`config.mk`:
```
export PLATFORM = sky130hd
export DESIGN_NAME = requant_relu_flat
export DESIGN_NICKNAME = d
export VERILOG_FILES = /design/src/rtl/requant_relu_pkg.sv /design/src/rtl/sp_ram_intf.sv /design/src/rtl/requant_relu_sat.sv /design/src/rtl/requant_relu.sv /design/src/flat_wrapper.sv
export SDC_FILE = /design/constraint.sdc
export NUM_CORES = 1
export LEC_CHECK = 0
export CAP_MARGIN = 20
export CORE_AREA = 4 4 193 195
export CTS_BUF_LIST = sky130_fd_sc_hd__clkbuf_4 sky130_fd_sc_hd__clkbuf_8
export DETAILED_ROUTE_END_ITERATION = 16
export DIE_AREA = 0 0 197 199
export DONT_BUFFER_PORTS = 1
export PLACE_DENSITY = 0.59
export SLEW_MARGIN = 20
export SYNTH_ARGS = -nofsm -noshare
export SYNTH_HDL_FRONTEND = slang
export SYNTH_HIERARCHICAL = 1
export SYNTH_SLANG_ARGS = --single-unit
export TNS_END_PERCENT = 5
```
`constraint.sdc`:
```
create_clock -name clk -period 5.8 [get_ports clk]
set_clock_uncertainty 0.2 [all_clocks]
set_input_delay 1.16 -clock clk [delete_from_list [all_inputs] [get_ports clk]]
set_output_delay 1.16 -clock clk [all_outputs]
set_load 0.02 [all_outputs]
```
`src/rtl/requant_relu_pkg.sv`:
```
// Shared types and constants for the requant_relu post-convolution stage.
// Also provides the SRAM write-request encodings used across the
// accelerator, unless another file has already defined them.

`ifndef WRITE_ENB
`define WRITE_ENB 1'b1
`endif
`ifndef WRITE_DIS
`define WRITE_DIS 1'b0
`endif

package requant_relu_pkg;

    // Controller states
    typedef enum logic [2:0] {
        IDLE     = 3'd0,
        LD_PARAM = 3'd1,
        LD_BIAS  = 3'd2,
        RD       = 3'd3,
        CALC     = 3'd4,
        WR       = 3'd5,
        FINISH   = 3'd6
    } state_e;

    // Word offsets inside the layer parameter SRAM
    localparam logic [1:0] PARAM_ROW   = 2'd0;
    localparam logic [1:0] PARAM_CH    = 2'd1;
    localparam logic [1:0] PARAM_SHIFT = 2'd2;
    localparam logic [1:0] PARAM_RELU  = 2'd3;

    // int8 saturation limits as raw bytes
    localparam logic [7:0] INT8_MAX = 8'h7F;
    localparam logic [7:0] INT8_MIN = 8'h80;

    // SRAM port geometry
    localparam int SRAM_AW = 32;
    localparam int SRAM_DW = 32;

endpackage

```
`src/rtl/sp_ram_intf.sv`:
```
// Single-port SRAM interface. The compute side drives the request and
// receives read data one cycle after cs/addr are presented.

interface sp_ram_intf;
    import requant_relu_pkg::*;

    logic               cs;
    logic               oe;
    logic               W_req;
    logic [SRAM_AW-1:0] addr;
    logic [SRAM_DW-1:0] W_data;
    logic [SRAM_DW-1:0] R_data;

    modport compute (
        output cs,
        output oe,
        output W_req,
        output addr,
        output W_data,
        input  R_data
    );

    modport memory (
        input  cs,
        input  oe,
        input  W_req,
        input  addr,
        input  W_data,
        output R_data
    );

endinterface

```
`src/rtl/requant_relu_sat.sv`:
```
// requant_sat: combinational requantiser. Adds bias to a partial sum,
// arithmetic-shifts right, saturates to int8 and optionally applies ReLU.
// Build option: define REQUANT_ROUND_EN to round half up before the shift;
// otherwise the shift truncates toward -inf and no rounding adder exists.

module requant_sat
    import requant_relu_pkg::*;
(
    input  logic signed [31:0] psum,
    input  logic signed [31:0] bias,
    input  logic        [4:0]  shift,
    input  logic               relu,
    output logic        [7:0]  q_byte
);

    // Two guard bits: one for the psum+bias carry, one for the rounding term.
    localparam int SUM_W = 34;
    localparam logic signed [SUM_W-1:0] SAT_HI = 34'sd127;
    localparam logic signed [SUM_W-1:0] SAT_LO = -34'sd128;

    function automatic logic [7:0] sat_int8(input logic signed [SUM_W-1:0] v);
        logic [7:0] r;
        if (v > SAT_HI) begin
            r = INT8_MAX;
        end else if (v < SAT_LO) begin
            r = INT8_MIN;
        end else begin
            r = v[7:0];
        end
        return r;
    endfunction

    function automatic logic [7:0] relu_clip(input logic [7:0] b, input logic en);
        return (en && b[7]) ? 8'h00 : b;
    endfunction

    logic signed [SUM_W-1:0] sum;
    logic signed [SUM_W-1:0] sum_r;
    logic signed [SUM_W-1:0] q;

`ifdef REQUANT_ROUND_EN
    localparam logic signed [SUM_W-1:0] ONE = 34'sd1;
    logic signed [SUM_W-1:0] rnd;
`endif

    // Bias add, optional rounding, shift, saturate and ReLU
    always_comb begin
        sum = $signed({{2{psum[31]}}, psum}) + $signed({{2{bias[31]}}, bias});
`ifdef REQUANT_ROUND_EN
        rnd = '0;
        if (shift != 5'd0) begin
            rnd = ONE <<< (shift - 5'd1);
        end
        sum_r = sum + rnd;
`else
        sum_r = sum;
`endif
        q      = sum_r >>> shift;
        q_byte = relu_clip(sat_int8(q), relu);
    end

endmodule

```
`src/rtl/requant_relu.sv`:
```
// requant_relu: post-convolution requantisation stage. Loads layer
// parameters, then for each channel loads its bias and walks every pixel:
// read psum, requantise to int8, write the byte to the feature-map SRAM.
// Output layout is channel-major then row-major, matching max pooling.
// Build option: REQUANT_ROUND_EN enables round-half-up in requant_sat.

module requant_relu
    import requant_relu_pkg::*;
#(
    parameter int ADDR_W = 32,
    parameter int CNT_W  = 18
) (
    input  logic        clk,
    input  logic        rstn,
    input  logic        start,
    output logic        finish,
    sp_ram_intf.compute param_intf,
    sp_ram_intf.compute bias_intf,
    sp_ram_intf.compute input_intf,
    sp_ram_intf.compute output_intf,
    sp_ram_intf.compute weight_intf
);

    state_e             state_q, state_d;
    logic [2:0]         step_q, step_d;
    logic [CNT_W-1:0]   pix_q, pix_d;
    logic [7:0]         ch_q, ch_d;
    logic [ADDR_W-1:0]  elem_addr_q, elem_addr_d;
    logic [5:0]         num_row_q, num_row_d;
    logic [7:0]         num_ch_q, num_ch_d;
    logic [4:0]         shift_q, shift_d;
    logic               relu_q, relu_d;
    logic signed [31:0] bias_q, bias_d;
    logic [7:0]         byte_q, byte_d;
    logic [ADDR_W-1:0]  out_addr_q, out_addr_d;
    logic               out_wreq_q, out_wreq_d;

    logic [CNT_W-1:0]   npix;
    logic               last_pix;
    logic               last_ch;
    logic [7:0]         calc_byte;
    logic               unused_rdata;

    assign npix     = CNT_W'(num_row_q) * CNT_W'(num_row_q);
    assign last_pix = (pix_q == npix - CNT_W'(1));
    assign last_ch  = (ch_q == num_ch_q - 8'd1);

    requant_sat u_requant_sat (
        .psum   ($signed(input_intf.R_data)),
        .bias   (bias_q),
        .shift  (shift_q),
        .relu   (relu_q),
        .q_byte (calc_byte)
    );

    // Next-state, counters and captured values for the sequencing FSM
    always_comb begin
        state_d     = state_q;
        step_d      = step_q;
        pix_d       = pix_q;
        ch_d        = ch_q;
        elem_addr_d = elem_addr_q;
        num_row_d   = num_row_q;
        num_ch_d    = num_ch_q;
        shift_d     = shift_q;
        relu_d      = relu_q;
        bias_d      = bias_q;
        byte_d      = byte_q;
        out_addr_d  = out_addr_q;
        out_wreq_d  = out_wreq_q;

        case (state_q)
            IDLE: begin
                if (start) begin
                    state_d = LD_PARAM;
                    step_d  = 3'd0;
                end
            end
            LD_PARAM: begin
                // Address k goes out at step k; its data arrives at step k+1.
                step_d = step_q + 3'd1;
                if (step_q == 3'(PARAM_ROW) + 3'd1) begin
                    num_row_d = param_intf.R_data[5:0];
                end
                if (step_q == 3'(PARAM_CH) + 3'd1) begin
                    num_ch_d = param_intf.R_data[7:0];
                end
                if (step_q == 3'(PARAM_SHIFT) + 3'd1) begin
                    shift_d = param_intf.R_data[4:0];
                end
                if (step_q == 3'(PARAM_RELU) + 3'd1) begin
                    relu_d = param_intf.R_data[0];
                    step_d = 3'd0;
                    if ((num_row_q == 6'd0) || (num_ch_q == 8'd0)) begin
                        state_d = FINISH;
                    end else begin
                        state_d = LD_BIAS;
                    end
                end
            end
            LD_BIAS: begin
                if (step_q == 3'd0) begin
                    step_d = 3'd1;
                end else begin
                    bias_d  = $signed(bias_intf.R_data);
                    step_d  = 3'd0;
                    state_d = RD;
                end
            end
            RD: begin
                state_d = CALC;
            end
            CALC: begin
                byte_d     = calc_byte;
                out_addr_d = elem_addr_q;
                out_wreq_d = `WRITE_ENB;
                state_d    = WR;
            end
            WR: begin
                out_wreq_d  = `WRITE_DIS;
                elem_addr_d = elem_addr_q + ADDR_W'(1);
                if (last_pix) begin
                    pix_d = '0;
                    if (last_ch) begin
                        state_d = FINISH;
                    end else begin
                        ch_d    = ch_q + 8'd1;
                        state_d = LD_BIAS;
                    end
                end else begin
                    pix_d   = pix_q + CNT_W'(1);
                    state_d = RD;
                end
            end
            FINISH: begin
                // A low phase on start is required before another run.
                if (!start) begin
                    state_d     = IDLE;
                    elem_addr_d = '0;
                    ch_d        = '0;
                    pix_d       = '0;
                end
            end
            default: begin
                state_d = IDLE;
            end
        endcase
    end

    // State and datapath registers with asynchronous active-low reset
    always_ff @(posedge clk or negedge rstn) begin
        if (!rstn) begin
            state_q     <= IDLE;
            step_q      <= '0;
            pix_q       <= '0;
            ch_q        <= '0;
            elem_addr_q <= '0;
            num_row_q   <= '0;
            num_ch_q    <= '0;
            shift_q     <= '0;
            relu_q      <= 1'b0;
            bias_q      <= '0;
            byte_q      <= '0;
            out_addr_q  <= '0;
            out_wreq_q  <= `WRITE_DIS;
        end else begin
            state_q     <= state_d;
            step_q      <= step_d;
            pix_q       <= pix_d;
            ch_q        <= ch_d;
            elem_addr_q <= elem_addr_d;
            num_row_q   <= num_row_d;
            num_ch_q    <= num_ch_d;
            shift_q     <= shift_d;
            relu_q      <= relu_d;
            bias_q      <= bias_d;
            byte_q      <= byte_d;
            out_addr_q  <= out_addr_d;
            out_wreq_q  <= out_wreq_d;
        end
    end

    assign finish = (state_q == FINISH);

    // Parameter SRAM: four words read back to back, addresses held at 0 otherwise
    assign param_intf.cs     = (state_q == LD_PARAM) && (step_q < 3'd4);
    assign param_intf.addr   = param_intf.cs ? SRAM_AW'(step_q) : '0;
    assign param_intf.oe     = 1'b1;
    assign param_intf.W_req  = `WRITE_DIS;
    assign param_intf.W_data = '0;

    // Bias SRAM: a single read per channel on the first LD_BIAS cycle
    assign bias_intf.cs      = (state_q == LD_BIAS) && (step_q == 3'd0);
    assign bias_intf.addr    = (state_q == LD_BIAS) ? SRAM_AW'(ch_q) : '0;
    assign bias_intf.oe      = 1'b1;
    assign bias_intf.W_req   = `WRITE_DIS;
    assign bias_intf.W_data  = '0;

    // Psum SRAM: one read per element
    assign input_intf.cs     = (state_q == RD);
    assign input_intf.addr   = (state_q == RD) ? SRAM_AW'(elem_addr_q) : '0;
    assign input_intf.oe     = 1'b1;
    assign input_intf.W_req  = `WRITE_DIS;
    assign input_intf.W_data = '0;

    // Feature-map SRAM: address and request registered in CALC, strobed in WR
    assign output_intf.cs     = (state_q == WR);
    assign output_intf.addr   = SRAM_AW'(out_addr_q);
    assign output_intf.oe     = 1'b1;
    assign output_intf.W_req  = out_wreq_q;
    assign output_intf.W_data = {24'h0, byte_q};

    // Weight SRAM is not used by this stage
    assign weight_intf.cs     = 1'b0;
    assign weight_intf.addr   = '0;
    assign weight_intf.oe     = 1'b1;
    assign weight_intf.W_req  = `WRITE_DIS;
    assign weight_intf.W_data = '0;

    assign unused_rdata = ^{weight_intf.R_data, output_intf.R_data, param_intf.R_data[31:8]};

endmodule
```
`src/flat_wrapper.sv`:
```
// flat-port wrapper written by rule: the top's interface ports become plain ports
module requant_relu_flat import requant_relu_pkg::*;
#(
    parameter int ADDR_W = 32,
    parameter int CNT_W  = 18
)
  (clk, rstn, start, finish, param_intf_cs, param_intf_oe, param_intf_W_req, param_intf_addr, param_intf_W_data, param_intf_R_data, bias_intf_cs, bias_intf_oe, bias_intf_W_req, bias_intf_addr, bias_intf_W_data, bias_intf_R_data, input_intf_cs, input_intf_oe, input_intf_W_req, input_intf_addr, input_intf_W_data, input_intf_R_data, output_intf_cs, output_intf_oe, output_intf_W_req, output_intf_addr, output_intf_W_data, output_intf_R_data, weight_intf_cs, weight_intf_oe, weight_intf_W_req, weight_intf_addr, weight_intf_W_data, weight_intf_R_data);
  sp_ram_intf param_intf_i ();
  sp_ram_intf bias_intf_i ();
  sp_ram_intf input_intf_i ();
  sp_ram_intf output_intf_i ();
  sp_ram_intf weight_intf_i ();
  input  logic clk;
  input  logic rstn;
  input  logic start;
  output logic finish;
  output wire logic [$bits(param_intf_i.cs)-1:0] param_intf_cs;
  output wire logic [$bits(param_intf_i.oe)-1:0] param_intf_oe;
  output wire logic [$bits(param_intf_i.W_req)-1:0] param_intf_W_req;
  output wire logic [$bits(param_intf_i.addr)-1:0] param_intf_addr;
  output wire logic [$bits(param_intf_i.W_data)-1:0] param_intf_W_data;
  input wire logic [$bits(param_intf_i.R_data)-1:0] param_intf_R_data;
  output wire logic [$bits(bias_intf_i.cs)-1:0] bias_intf_cs;
  output wire logic [$bits(bias_intf_i.oe)-1:0] bias_intf_oe;
  output wire logic [$bits(bias_intf_i.W_req)-1:0] bias_intf_W_req;
  output wire logic [$bits(bias_intf_i.addr)-1:0] bias_intf_addr;
  output wire logic [$bits(bias_intf_i.W_data)-1:0] bias_intf_W_data;
  input wire logic [$bits(bias_intf_i.R_data)-1:0] bias_intf_R_data;
  output wire logic [$bits(input_intf_i.cs)-1:0] input_intf_cs;
  output wire logic [$bits(input_intf_i.oe)-1:0] input_intf_oe;
  output wire logic [$bits(input_intf_i.W_req)-1:0] input_intf_W_req;
  output wire logic [$bits(input_intf_i.addr)-1:0] input_intf_addr;
  output wire logic [$bits(input_intf_i.W_data)-1:0] input_intf_W_data;
  input wire logic [$bits(input_intf_i.R_data)-1:0] input_intf_R_data;
  output wire logic [$bits(output_intf_i.cs)-1:0] output_intf_cs;
  output wire logic [$bits(output_intf_i.oe)-1:0] output_intf_oe;
  output wire logic [$bits(output_intf_i.W_req)-1:0] output_intf_W_req;
  output wire logic [$bits(output_intf_i.addr)-1:0] output_intf_addr;
  output wire logic [$bits(output_intf_i.W_data)-1:0] output_intf_W_data;
  input wire logic [$bits(output_intf_i.R_data)-1:0] output_intf_R_data;
  output wire logic [$bits(weight_intf_i.cs)-1:0] weight_intf_cs;
  output wire logic [$bits(weight_intf_i.oe)-1:0] weight_intf_oe;
  output wire logic [$bits(weight_intf_i.W_req)-1:0] weight_intf_W_req;
  output wire logic [$bits(weight_intf_i.addr)-1:0] weight_intf_addr;
  output wire logic [$bits(weight_intf_i.W_data)-1:0] weight_intf_W_data;
  input wire logic [$bits(weight_intf_i.R_data)-1:0] weight_intf_R_data;
  assign param_intf_cs = param_intf_i.cs;
  assign param_intf_oe = param_intf_i.oe;
  assign param_intf_W_req = param_intf_i.W_req;
  assign param_intf_addr = param_intf_i.addr;
  assign param_intf_W_data = param_intf_i.W_data;
  assign param_intf_i.R_data = param_intf_R_data;
  assign bias_intf_cs = bias_intf_i.cs;
  assign bias_intf_oe = bias_intf_i.oe;
  assign bias_intf_W_req = bias_intf_i.W_req;
  assign bias_intf_addr = bias_intf_i.addr;
  assign bias_intf_W_data = bias_intf_i.W_data;
  assign bias_intf_i.R_data = bias_intf_R_data;
  assign input_intf_cs = input_intf_i.cs;
  assign input_intf_oe = input_intf_i.oe;
  assign input_intf_W_req = input_intf_i.W_req;
  assign input_intf_addr = input_intf_i.addr;
  assign input_intf_W_data = input_intf_i.W_data;
  assign input_intf_i.R_data = input_intf_R_data;
  assign output_intf_cs = output_intf_i.cs;
  assign output_intf_oe = output_intf_i.oe;
  assign output_intf_W_req = output_intf_i.W_req;
  assign output_intf_addr = output_intf_i.addr;
  assign output_intf_W_data = output_intf_i.W_data;
  assign output_intf_i.R_data = output_intf_R_data;
  assign weight_intf_cs = weight_intf_i.cs;
  assign weight_intf_oe = weight_intf_i.oe;
  assign weight_intf_W_req = weight_intf_i.W_req;
  assign weight_intf_addr = weight_intf_i.addr;
  assign weight_intf_W_data = weight_intf_i.W_data;
  assign weight_intf_i.R_data = weight_intf_R_data;
  requant_relu #(.ADDR_W(ADDR_W), .CNT_W(CNT_W)) u_core (.clk(clk), .rstn(rstn), .start(start), .finish(finish), .param_intf(param_intf_i), .bias_intf(bias_intf_i), .input_intf(input_intf_i), .output_intf(output_intf_i), .weight_intf(weight_intf_i));
endmodule
```
; ---- After elaboration in Yosys (flattened, before gate mapping)
; Index checks and enable logic that the tools add are counted.
[op_classes]
add_sub_neg = 7
multipliers = 1
order_cmp = 3
eq_ne = 18
n_shift = 1
muxes = 28
n_bitwise = 1
n_reduce_logical = 20
[op_table]
columns = operator, count
row1 = $mux 32, 2
row2 = $pmux 32 s2, 1
row3 = $mux 8, 7
row4 = $mux 18, 2
row5 = $pmux 18 s2, 1
row6 = $gt 34x8->1 const B, 1
row7 = $lt 34x8->1 const B, 1
row8 = $sshr 34x5->34, 1
row9 = $add 32x32->33, 1
row10 = $add 32x1->32 const B, 1
row11 = $mux 3, 10
row12 = $pmux 3 s7, 1
row13 = $add 18x1->18 const B, 1
row14 = $eq 18x18->1, 1
row15 = $pmux 8 s2, 1
row16 = $reduce_and 2->1, 7
row17 = $sub 12x1->13 const B, 1
row18 = $eq 3x2->1 const B, 4
row19 = $eq 3x3->1 const B, 4
row20 = $mul 6x6->12, 1
row21 = $pmux 3 s3, 1
row22 = $add 8x1->8 const B, 1
row23 = $eq 8x8->1, 1
row24 = $logic_not 8->1, 1
row25 = other kinds (16), 26
[totals]
register_bits = 157
inputBits = 163
out_inout_bits = 336
word_cells = 92

; ---- Logic depth before layout (Yosys ltp)
; Gate-level depths: netlist of run 1.
[depth]
depth_word = 7
ltp_mapped = 20
depth_no_buf = 17

; ---- By module
; Netlist of run 1, hierarchy kept.
[by_module_without_submodules]
columns = module, n_inst, cells_per_inst, area_per_inst_um2, seq_area_each_um2
row1 = requant_relu, 1, 1066, 10473.8, 3928.8
row2 = requant_sat, 1, 744, 4845.9, 0.0

; ---- Least setup slack after synthesis of run 1
; Ideal clock, no wire load.
[synth_path]
path_type = input to register
startpoint = input input_intf_R_data[0]
endpoint = register u_core.byte_q[0]
setup_ns = 0.065
t_arrival_ns = 5.197
required_ns = 5.535
setup_slack_ns = 0.338
path_stages = 18
path_buffers = 1
path_cell_list = ha_1 > inv_1 > fa_1 > nand2b_1 > a21o_1 > a21boi_4 > a211o_4 > a21oi_2 > or3_1 > buf_2 > a31oi_1 > nand2_2 > mux4_2 > or4_4 > o311ai_4 > inv_2 > o41ai_2 > mux2_2
[synth_via]
elab_chain_len = 7
word_cells_on_any_way = 8
classes_between = 1 x add/sub / 2 x order compare / 1 x shift / 3 x mux / 1 x reduce/logical
[synth_lines]
columns = item, line_no
row1 = from (decl), flat_wrapper.sv:34  ; input wire logic [$bits(input_intf_i.R_data)-1:0] input_intf_R_data;
row2 = $add 32x32->33 *, requant_relu_sat.sv:48  ; sum = $signed({{2{psum[31]}}, psum}) + $signed({{2{bias[31]}}, bias});
row3 = $sshr 34x5->34 *, requant_relu_sat.sv:58  ; q = sum_r >>> shift;
row4 = $lt 34x8->1, requant_relu_sat.sv:25  ; end else if (v < SAT_LO) begin
row5 = $mux 8, requant_relu_sat.sv:25
row6 = $mux 8 *, requant_relu_sat.sv:23  ; if (v > SAT_HI) begin
row7 = $logic_and 1x1->1, requant_relu_sat.sv:34  ; return (en && b[7]) ? 8'h00 : b;
row8 = $mux 8 *, requant_relu_sat.sv:34
row9 = named net u_core.calc_byte[0], requant_relu.sv:41  ; logic [7:0] calc_byte;
row10 = to (signal assigned), requant_relu.sv:177  ; byte_q <= byte_d;
row11 = to (decl), requant_relu.sv:34  ; logic [7:0] byte_q, byte_d;
; The timed path passes the listed nets; every way through them passes the cells marked *.
; A chain may end at the register's enable or synchronous reset.

; ---- Worst setup path in the final report of run 1
[layout_path]
startpoint = input input_intf_R_data[1]
endpoint = register u_core.byte_q[0]
; Same word-level chain as after synthesis.

==> qor.txt, run 1 <==
Status -> finished clean
Final Net Count -> 2058
Antenna cells -> 0
Most numerous cell in the Yosys netlist -> buf_4
Sequential Area -> 3930 um^2
Max-Cap Viols -> 0
Fraction of registers with async set/reset -> 100%
Post-CTS resize count -> 0
Synth top area share -> 25.6%
Initial antenna violation count -> 5
Vias in the first global route -> 12300
Least-Margin Pin Slew -> 0.890 ns
Setup Viol. Count Final -> 0
CP Launch Type -> primary input
First-pass GRT wire length -> 66000 um
CP Cell Sequence -> ha_1 -> a211oi_2 -> o21ai_4 -> a311oi_2 -> o21ai_1 -> xor2_1 -> o22ai_1 -> a21oi_1 -> nand2_1 -> mux4_2 -> or4_4 -> o311ai_4 -> inv_2 -> o41ai_2 -> mux2_2
Period utilization -> 93.9%
Syn_area_per_cell -> 8.46 um^2
Post-Layout Cell Count -> 2294
Family with the most delay on the worst path -> compound AO/OA/AOI/OAI gates
Delay of the slowest critical-path stage -> 0.63 ns
Distinct cells, synth -> 104
Num CTS Buffers -> 17
Hold slack final -> 0.151 ns
Clk sinks -> 157
Area growth, synth to finish -> 1.96%
Lkg Pwr -> 7.01 nW
Unrepaired setup endpoints after global routing -> no
R2r startpoint -> u_core/num_row_q[4]
Mapped Cells -> 1810
Core Rows -> 69
Reg clk slew, reported paths -> 0.11 ns
Worst Path Arrival -> 5.67 ns
Crit end category -> flop
Slew headroom -> 40.2%
R2R Path End -> u_core/ch_q[4]
Final setup margin -> 0.351 ns
TritonRoute pass-1 iters -> 5
Sequential-to-total area share from yosys stat -> 25.6%
PwrDens -> 797 nW/um^2
Post-route ant nets -> 0
WP data required -> 6.02 ns
Die area -> 39200 um^2
Ports -> 499
Critical path fanouts, max -> 6
Cts hold-fix bufs -> 0
Via count -> 12900
FILL cells -> 3562
Mapped Area -> 15300 um^2
Post-synth top area cell -> dfrtp_1
Hold crit path type -> primary input to async pin
Critical path type -> primary input to flop
Reg2Reg Setup Slack -> 0.41 ns
Core area -> 35400 um^2
Drt wl/cell -> 18.4 um
Crit path buffers/inverters -> 1
CTS tree -> built
Root Driver -> clkbuf_8
Post-Route WL -> 42200 um
Top FF cell, synth -> dfrtp_1
Clock Tree Buf Depth -> 2
Internal power -> 5.83 mW
Initial Util -> 43.3%
Switching pwr -> 6.63 mW
Share of cells above drive strength 1 -> 14.2%
CP Depth -> 15
Grt ovf -> 0
Sw Share -> 53.2%
Fmax -> 184 MHz
Placed Cells -> 2262
Chip width -> 197 um
DR vias/cell -> 5.64
Clk_lat worst skew -> 0.49 ns
Largest net degree at the start of global routing -> 158
CP max stage cell -> a311oi_2
Yosys warning count -> 6
Place WS -> -0.0506 ns
Combinational share of power -> 78.4%
Routability cong. -> 0.932
H-tree Lvls -> 4
Worst Reg-to-Reg Cells -> 17
Residual DRC -> 0
Reg power frac -> 14.6%
VDD IR-drop max -> 0.736 mV
Post-synth EDFFs -> 0
Multi-input logic area -> 9900 um^2
Overall global routing resource usage -> 20.5%
Number of synthesized register bits -> 157
Port-buffer cells -> 0
Tot Pwr -> 12.5 mW
Synth area leaders -> dfrtp_1 (26%), buf_4 (12%), mux2_2 (6.9%), ha_1 (5.1%), nand2_1 (3.7%)
Detailed Place HPWL -> 33000 um
Post-CTS setup buffer count -> 0
DIE HEIGHT -> 199 um
Final slew viol count -> 0
Iter 0 DRT Violations -> 779
Final Hold Vio Count -> 0
Crit path time final -> 5.45 ns
Commonest cells post-synth -> buf_4 (250), dfrtp_1 (157), nand2_1 (150)
Clock Power Share -> 7.1%
==> per-stage QoR <==
step                cell area [um^2]  setup TNS, ns  util [%]
floorplan                      16200              0         -
global placement               15200              0      43.0
detailed placement             15200        -0.0506      43.0
CTS                            15600              0      44.1
global route                   15600              0      44.1
finish                         15600              0      44.1
==> logic make-up after synthesis <==
logic type / Yosys count / synth area share (%)
simple gates: 559 / 18.2
compound gates: 432 / 20.0
other cells: 2 / 0.0490
fa+ha+maj: 75 / 6.71
buf+inv: 388 / 15.9
xor+xnor: 71 / 4.11
flops: 157 / 25.6
mux: 126 / 9.42
==> power groups by stage <==
stage / clock network (mW) / logic (mW) / registers (mW)
final: 0.881 / 9.76 / 1.81
after detailed placement: 0 / 9.58 / 1.84
after CTS: 0.907 / 9.64 / 1.82
after floorplan: 0 / 7.36 / 1.68
after global routing: 0.959 / 10.7 / 1.87
after global placement: 0 / 9.48 / 1.83
==> worst max path at each step <==
stage | startpoint | end | slack (ns)
final | input_intf_R_data[1] | u_core/byte_q[0] | 0.35
after global routing | u_core/num_row_q[4] | u_core/ch_q[4] | 0.08
after CTS | u_core/num_row_q[4] | u_core/ch_q[4] | 0.31
after detailed placement | input_intf_R_data[1] | u_core/byte_q[0] | -0.05
after global placement | input_intf_R_data[1] | u_core/byte_q[0] | 0.04
after floorplan | input_intf_R_data[0] | u_core/byte_q[0] | 0.34
==> state kept, by name (all words and copies together) (netlist names) <==
register                  flops
u_core/bias_q                32
u_core/elem_addr_q           32
u_core/output_intf.addr      32
u_core/pix_q                 18
u_core/byte_q                 8
u_core/ch_q                   8
u_core/num_ch_q               8
u_core/num_row_q              6
u_core/shift_q                5
u_core/state_q                3
u_core/step_q                 3
u_core/output_intf.W_req      1
u_core/relu_q                 1
==> metal layers <==
metal	global-route usage (%)	part of all wire [%]	vias to the layer above
met4	4.90	1.6	10
met2	34.0	48	478
met3	4.66	7.2	50
li1	-	-	6072
met1	27.4	43	6317
met5	0	0.14	-
==> layout make-up <==
| cell class | instances | area share [%] |
|---|---|---|
| Sequential cell | 157 | 25.2 |
| Clock buffer | 17 | 1.50 |
| Tap cell | 461 | 3.69 |
| Clock inverter | 15 | 1.15 |
| Multi-Input combinational cell | 1512 | 63.4 |
| Timing Repair Buffer | 78 | 3.83 |
| Inverter | 54 | 1.30 |
==> placed cells by master (no fill, tap or decap), types with 27 or more instances in the layout <==
master / count
a31oi_1: 31
a21oi_1: 94
o21ai_0: 77
nor2_1: 123
nand3_1: 54
mux2_2: 94
and2_1: 51
nand2_1: 150
nor3_1: 27
and3_1: 30
dfrtp_1: 157
conb_1: 249
xor2_1: 34
a211oi_1: 28
xnor2_1: 36
buf_4: 77
ha_1: 63
inv_1: 51
(Power assumes the default switching activity.)
==> run 2, diff against run 1 <==
Settings changed: PLACE_DENSITY 0.59 to unset, PLACE_DENSITY_LB_ADDON set to 0.2.
==> run 2 against run 1 <==
Cell count shrank 0.65%. Count of clock-buffer cells in the layout grew 3. Sequential power is essentially flat. First-iteration DRC count grew 50%. Design area shrank 0.71%. Largest cell class unchanged.
==> qor.txt, run 2 (synthesis results as in run 1) <==
Status -> finished clean
Die area -> 39200 um^2
Final core utilization -> 43.8%
DIE HEIGHT -> 199 um
VDD IR-drop max -> 0.552 mV
Area growth, synth to finish -> 1.23%
Crit path time final -> 5.40 ns
Hold crit path type -> primary input to async pin
Final slew viol count -> 0
Initial antenna violation count -> 4
Clock Power Share -> 7.3%
Iter 0 DRT Violations -> 1165
Final Net Count -> 2041
Post-Layout Cell Count -> 2279
Post-Route WL -> 42900 um
Final setup margin -> 0.399 ns
Critical path fanouts, max -> 14
Max-Cap Viols -> 0
Drt wl/cell -> 18.8 um
Worst Reg-to-Reg Cells -> 18
Clk sinks -> 157
CP Cell Sequence -> nand2_1 -> inv_1 -> fa_1 -> inv_1 -> fa_1 -> fa_1 -> inv_1 -> ha_1 -> ha_1 -> o21a_1 -> or2_2 -> a311oi_1 -> o22a_1 -> nand4_1 -> buf_4 -> o21a_4 -> or4_1 -> a21oi_1
R2r startpoint -> u_core/num_row_q[4]
Residual DRC -> 0
H-tree Lvls -> 4
Detailed Place HPWL -> 33100 um
Setup TNS -> 0 ns
Switching pwr -> 6.65 mW
Lkg Pwr -> 6.94 nW
Clk_lat worst skew -> 0.49 ns
Commonest non-fill, non-tap cell in the layout -> conb_1
DR vias/cell -> 5.65
Cts hold-fix bufs -> 0
Initial Util -> 43.3%
R2R Path End -> u_core/ch_q[6]
Crit end category -> flop
Share of cells above drive strength 1 -> 13.4%
Num CTS Buffers -> 17
Reg power frac -> 14.4%
Sw Share -> 53.6%
Routability cong. -> 0.906
Via count -> 12900
TritonRoute pass-1 iters -> 8
Root Driver -> clkbuf_8
Core area -> 35400 um^2
Period utilization -> 93.1%
Reg clk slew, reported paths -> 0.09 ns
Post-route ant nets -> 0
First-pass GRT wire length -> 66500 um
Internal power -> 5.77 mW
Chip width -> 197 um
Overall global routing resource usage -> 21.0%
Crit path buffers/inverters -> 4
CP max stage cell -> fa_1
Grt ovf -> 0
Clock Tree Buf Depth -> 2
CP Launch Type -> flop
Core Rows -> 69
Least-Margin Pin Slew -> 1.02 ns
Worst Path Arrival -> 5.60 ns
Most frequent cells in the layout -> conb_1 (249), dfrtp_1 (157), nand2_1 (150), nor2_1 (123)
Fmax -> 185 MHz
Port-buffer cells -> 0
Combinational share of power -> 78.3%
WP data required -> 6.00 ns
Final Hold Vio Count -> 0
Unrepaired setup endpoints after global routing -> no
Critical path type -> flop to flop
Family with the most delay on the worst path -> adder cells
Placed Cells -> 2243
Delay of the slowest critical-path stage -> 0.52 ns
CTS tree -> built
Ports -> 499
PwrDens -> 801 nW/um^2
Place WS -> 0.0643 ns
Largest net degree at the start of global routing -> 158
Slew headroom -> 31.4%
Tot Pwr -> 12.4 mW
Vias in the first global route -> 12000
Reg2Reg Setup Slack -> 0.40 ns
Setup Viol. Count Final -> 0
run 2: changes by cell type in the layout (fill, tap and decap cells not counted), sizes merged, moves of 2 or more:
cell,delta
clkinv,+3
diode,+2
inv,-5
clkbuf,+3
buf,-17
clkinvlp,-2
run 2: worst max path at each step:
stage                    startpoint               end  depth (start not counted)
2_1_floorplan  input_intf_R_data[0]  u_core/byte_q[0]                         18
3_3_place_gp   input_intf_R_data[0]  u_core/byte_q[0]                         17
3_5_place_dp   input_intf_R_data[0]  u_core/byte_q[0]                         17
4_1_cts         u_core/num_row_q[4]    u_core/ch_q[6]                         18
5_1_grt         u_core/num_row_q[4]    u_core/ch_q[4]                         19
6_report        u_core/num_row_q[4]    u_core/ch_q[6]                         18
run 2: routing by layer:
metal	global-route usage (%)	vias to the layer above	part of all wire, %
li1	-	6033	-
met1	28.6	6264	43
met2	34.0	532	47
met3	5.10	47	8.3
met4	4.65	4	1.4
met5	0	-	0.051
run 2: cell type report:
class                      instances  area (um^2)
inverter                          54          203
sequential                       157         3930
tap                              461          577
timing repair buffer              61          470
clock buffer                      20          256
clock inverter                    12          161
antenna                            2         5.00
multi-input combinational       1512         9910
fill                            3545        19900
run 2: what timing repair did:
item / in CTS / in global routing
resized for setup: 0 / 2
setup endpoints to repair: 0 / 7
setup buffers: 0 / 2
run 2: through the flow:
stage	area [um^2]	hold WS, ns
CTS	15500	0.107
finish	15500	0.171
global route	15500	0.111
detailed placement	15100	0.301
floorplan	16200	0.279
global placement	15100	0.295
run 2: worst reg2reg max path: stages, from the launching register on:
cell      delay, ns
dfrtp_1        0.48
nand2_1        0.16
inv_1          0.08
fa_1           0.48
inv_1          0.05
fa_1           0.47
fa_1           0.52
inv_1          0.04
ha_1           0.30
ha_1           0.30
o21a_1         0.26
or2_2          0.30
a311oi_1       0.30
o22a_1         0.20
nand4_1        0.08
buf_4          0.18
o21a_4         0.25
or4_1          0.51
a21oi_1        0.16
run 2: power groups by stage:
stage                     clock [mW]  sequential [mW]  combinational (mW)
after floorplan                    0             1.68                7.36
after global placement             0             1.81                9.41
after detailed placement           0             1.82                9.50
after CTS                      0.942             1.80                9.57
after global routing           0.985             1.85                10.7
final                          0.913             1.79                9.72
==> run 3, diff against run 2 <==
Settings changed: CORE_AREA 4 4 193 195 to 4 4 192 194, DIE_AREA 0 0 197 199 to 0 0 196 198.
==> run 3 against run 2 <==
Setup slack is essentially flat. Combinational power is essentially flat. Via count is essentially flat.
==> qor.txt, run 3 (synthesis results as in run 1) <==
Reg clk slew, reported paths -> 0.09 ns
Initial Util -> 43.5%
Slew headroom -> 36.1%
Via count -> 12900
Post-Route WL -> 42600 um
Sequential Area -> 3930 um^2
Drt wl/cell -> 18.6 um
Clock Tree Buf Depth -> 2
Vias in the first global route -> 12100
Largest net degree at the start of global routing -> 158
Clk_lat worst skew -> 0.49 ns
FILL cells -> 3512
Die area -> 38800 um^2
Clk sinks -> 157
Max-Cap Viols -> 0
Iter 0 DRT Violations -> 1080
Crit path buffers/inverters -> 4
Core Rows -> 69
Critical path fanouts, max -> 14
Post-route ant nets -> 0
Multi-input logic area -> 9900 um^2
WP data required -> 6.01 ns
H-tree Lvls -> 4
Final instance area -> 15600 um^2
R2R Path End -> u_core/ch_q[4]
Final core utilization -> 44.2%
CP Cell Sequence -> nand2_1 -> inv_1 -> fa_1 -> inv_1 -> fa_1 -> fa_1 -> inv_1 -> ha_1 -> ha_1 -> buf_4 -> xnor2_1 -> nor3b_1 -> o21ai_0 -> nor4b_1 -> nand4_1 -> o21a_2 -> or4_1 -> a21oi_1
Least-Margin Pin Slew -> 0.952 ns
Root Driver -> clkbuf_8
Worst Path Arrival -> 5.62 ns
Most frequent cells in the layout -> conb_1 (249), dfrtp_1 (157), nand2_1 (150), nor2_1 (123)
Final Hold Vio Count -> 0
Chip width -> 196 um
CP max stage cell -> fa_1
Cts hold-fix bufs -> 0
Grt ovf -> 0
Antenna cells -> 0
DIE HEIGHT -> 198 um
Unrepaired setup endpoints after global routing -> no
Clock Power Share -> 7.0%
Ports -> 499
Overall global routing resource usage -> 21.1%
Routability cong. -> 0.923
Lkg Pwr -> 6.97 nW
CTS tree -> built
Final slew viol count -> 0
Num CTS Buffers -> 17
Crit end category -> flop
Critical path type -> flop to flop
PwrDens -> 794 nW/um^2
Internal power -> 5.76 mW
Area growth, synth to finish -> 1.58%
Detailed Place HPWL -> 32900 um
Commonest non-fill, non-tap cell in the layout -> conb_1
CP Launch Type -> flop
Core area -> 35200 um^2
Final Net Count -> 2052
Initial antenna violation count -> 3
Residual DRC -> 0
Area of placed instances -> 15200 um^2
Reg power frac -> 14.6%
Status -> finished clean
Post-CTS setup buffer count -> 0
Combinational share of power -> 78.4%
TritonRoute pass-1 iters -> 5
Share of cells above drive strength 1 -> 13.9%
Family with the most delay on the worst path -> adder cells
Worst Reg-to-Reg Cells -> 18
VDD IR-drop max -> 0.609 mV
First-pass GRT wire length -> 66800 um
CP Depth -> 18
Crit path time final -> 5.40 ns
Period utilization -> 93.1%
Fmax -> 185 MHz
Hold crit path type -> primary input to async pin
Setup TNS -> 0 ns
Reg2Reg Setup Slack -> 0.40 ns
Port-buffer cells -> 0
Delay of the slowest critical-path stage -> 0.52 ns
DR vias/cell -> 5.64
Sw Share -> 53.4%
R2r startpoint -> u_core/num_row_q[4]
Switching pwr -> 6.59 mW
Setup Viol. Count Final -> 0
## run 3: power groups by stage
| stage | combinational [mW] | clock [mW] | sequential, mW |
|---|---|---|---|
| after floorplan | 7.36 | 0 | 1.68 |
| after global placement | 9.44 | 0 | 1.81 |
| after detailed placement | 9.50 | 0 | 1.82 |
| after CTS | 9.55 | 0.901 | 1.81 |
| after global routing | 10.7 | 0.947 | 1.86 |
| final | 9.69 | 0.868 | 1.80 |
## run 3: worst register-to-register path, cell delays in order, from the launching register on
cell	delay, ns
dfrtp_1	0.47
nand2_1	0.16
inv_1	0.09
fa_1	0.48
inv_1	0.05
fa_1	0.47
fa_1	0.52
inv_1	0.04
ha_1	0.29
ha_1	0.32
buf_4	0.16
xnor2_1	0.15
nor3b_1	0.18
o21ai_0	0.11
nor4b_1	0.33
nand4_1	0.28
o21a_2	0.38
or4_1	0.52
a21oi_1	0.15
## run 3: worst max path at each step
stage	startpoint	to	slack, ns
after CTS	u_core/num_row_q[4]	u_core/ch_q[4]	0.31
final	u_core/num_row_q[4]	u_core/ch_q[4]	0.40
after detailed placement	input_intf_R_data[0]	u_core/byte_q[0]	-0.03
after global placement	input_intf_R_data[0]	u_core/byte_q[0]	0.02
after floorplan	input_intf_R_data[0]	u_core/byte_q[0]	0.34
after global routing	u_core/num_row_q[4]	u_core/ch_q[4]	0.01
## run 3: repair_timing
| item | CTS | global route |
|---|---|---|
| endpoints found under the setup margin | 0 | 7 |
| endpoints found under the hold margin | 0 | 0 |
| gates resized for setup | 0 | 1 |
## run 3: per-layer routing
layer | share of wire (%) | global-route usage (%) | vias to the layer above | wire length [um]
li1 | - | - | 6059 | -
met2 | 46 | 33.6 | 529 | 19700
met5 | 0.082 | 0 | - | 35
met1 | 44 | 28.8 | 6245 | 18600
met4 | 1.7 | 5.30 | 6 | 717
met3 | 8.4 | 5.24 | 49 | 3580
## run 3: final cells by class
class / count / area share, %
Clock inverter: 12 / 0.884
Multi-Input combinational cell: 1512 / 63.6
Inverter: 54 / 1.30
Clock buffer: 19 / 1.68
Timing Repair Buffer: 72 / 3.55
Tap cell: 461 / 3.71
Sequential cell: 157 / 25.2
## run 3: through the flow
| stage | instances | total power, mW | hold WS, ns | worst slack [ns] |
|---|---|---|---|---|
| final | 2287 | 12.4 | 0.164 | 0.398 |
| after global routing | 2287 | 13.5 | 0.112 | 0.0129 |
| after CTS | 2287 | 12.3 | 0.108 | 0.314 |
| after detailed placement | 2256 | 11.3 | 0.301 | -0.0336 |
| after global placement | 2256 | 11.3 | 0.295 | 0.0240 |
| after floorplan | 2057 | 9.04 | 0.279 | 0.338 |
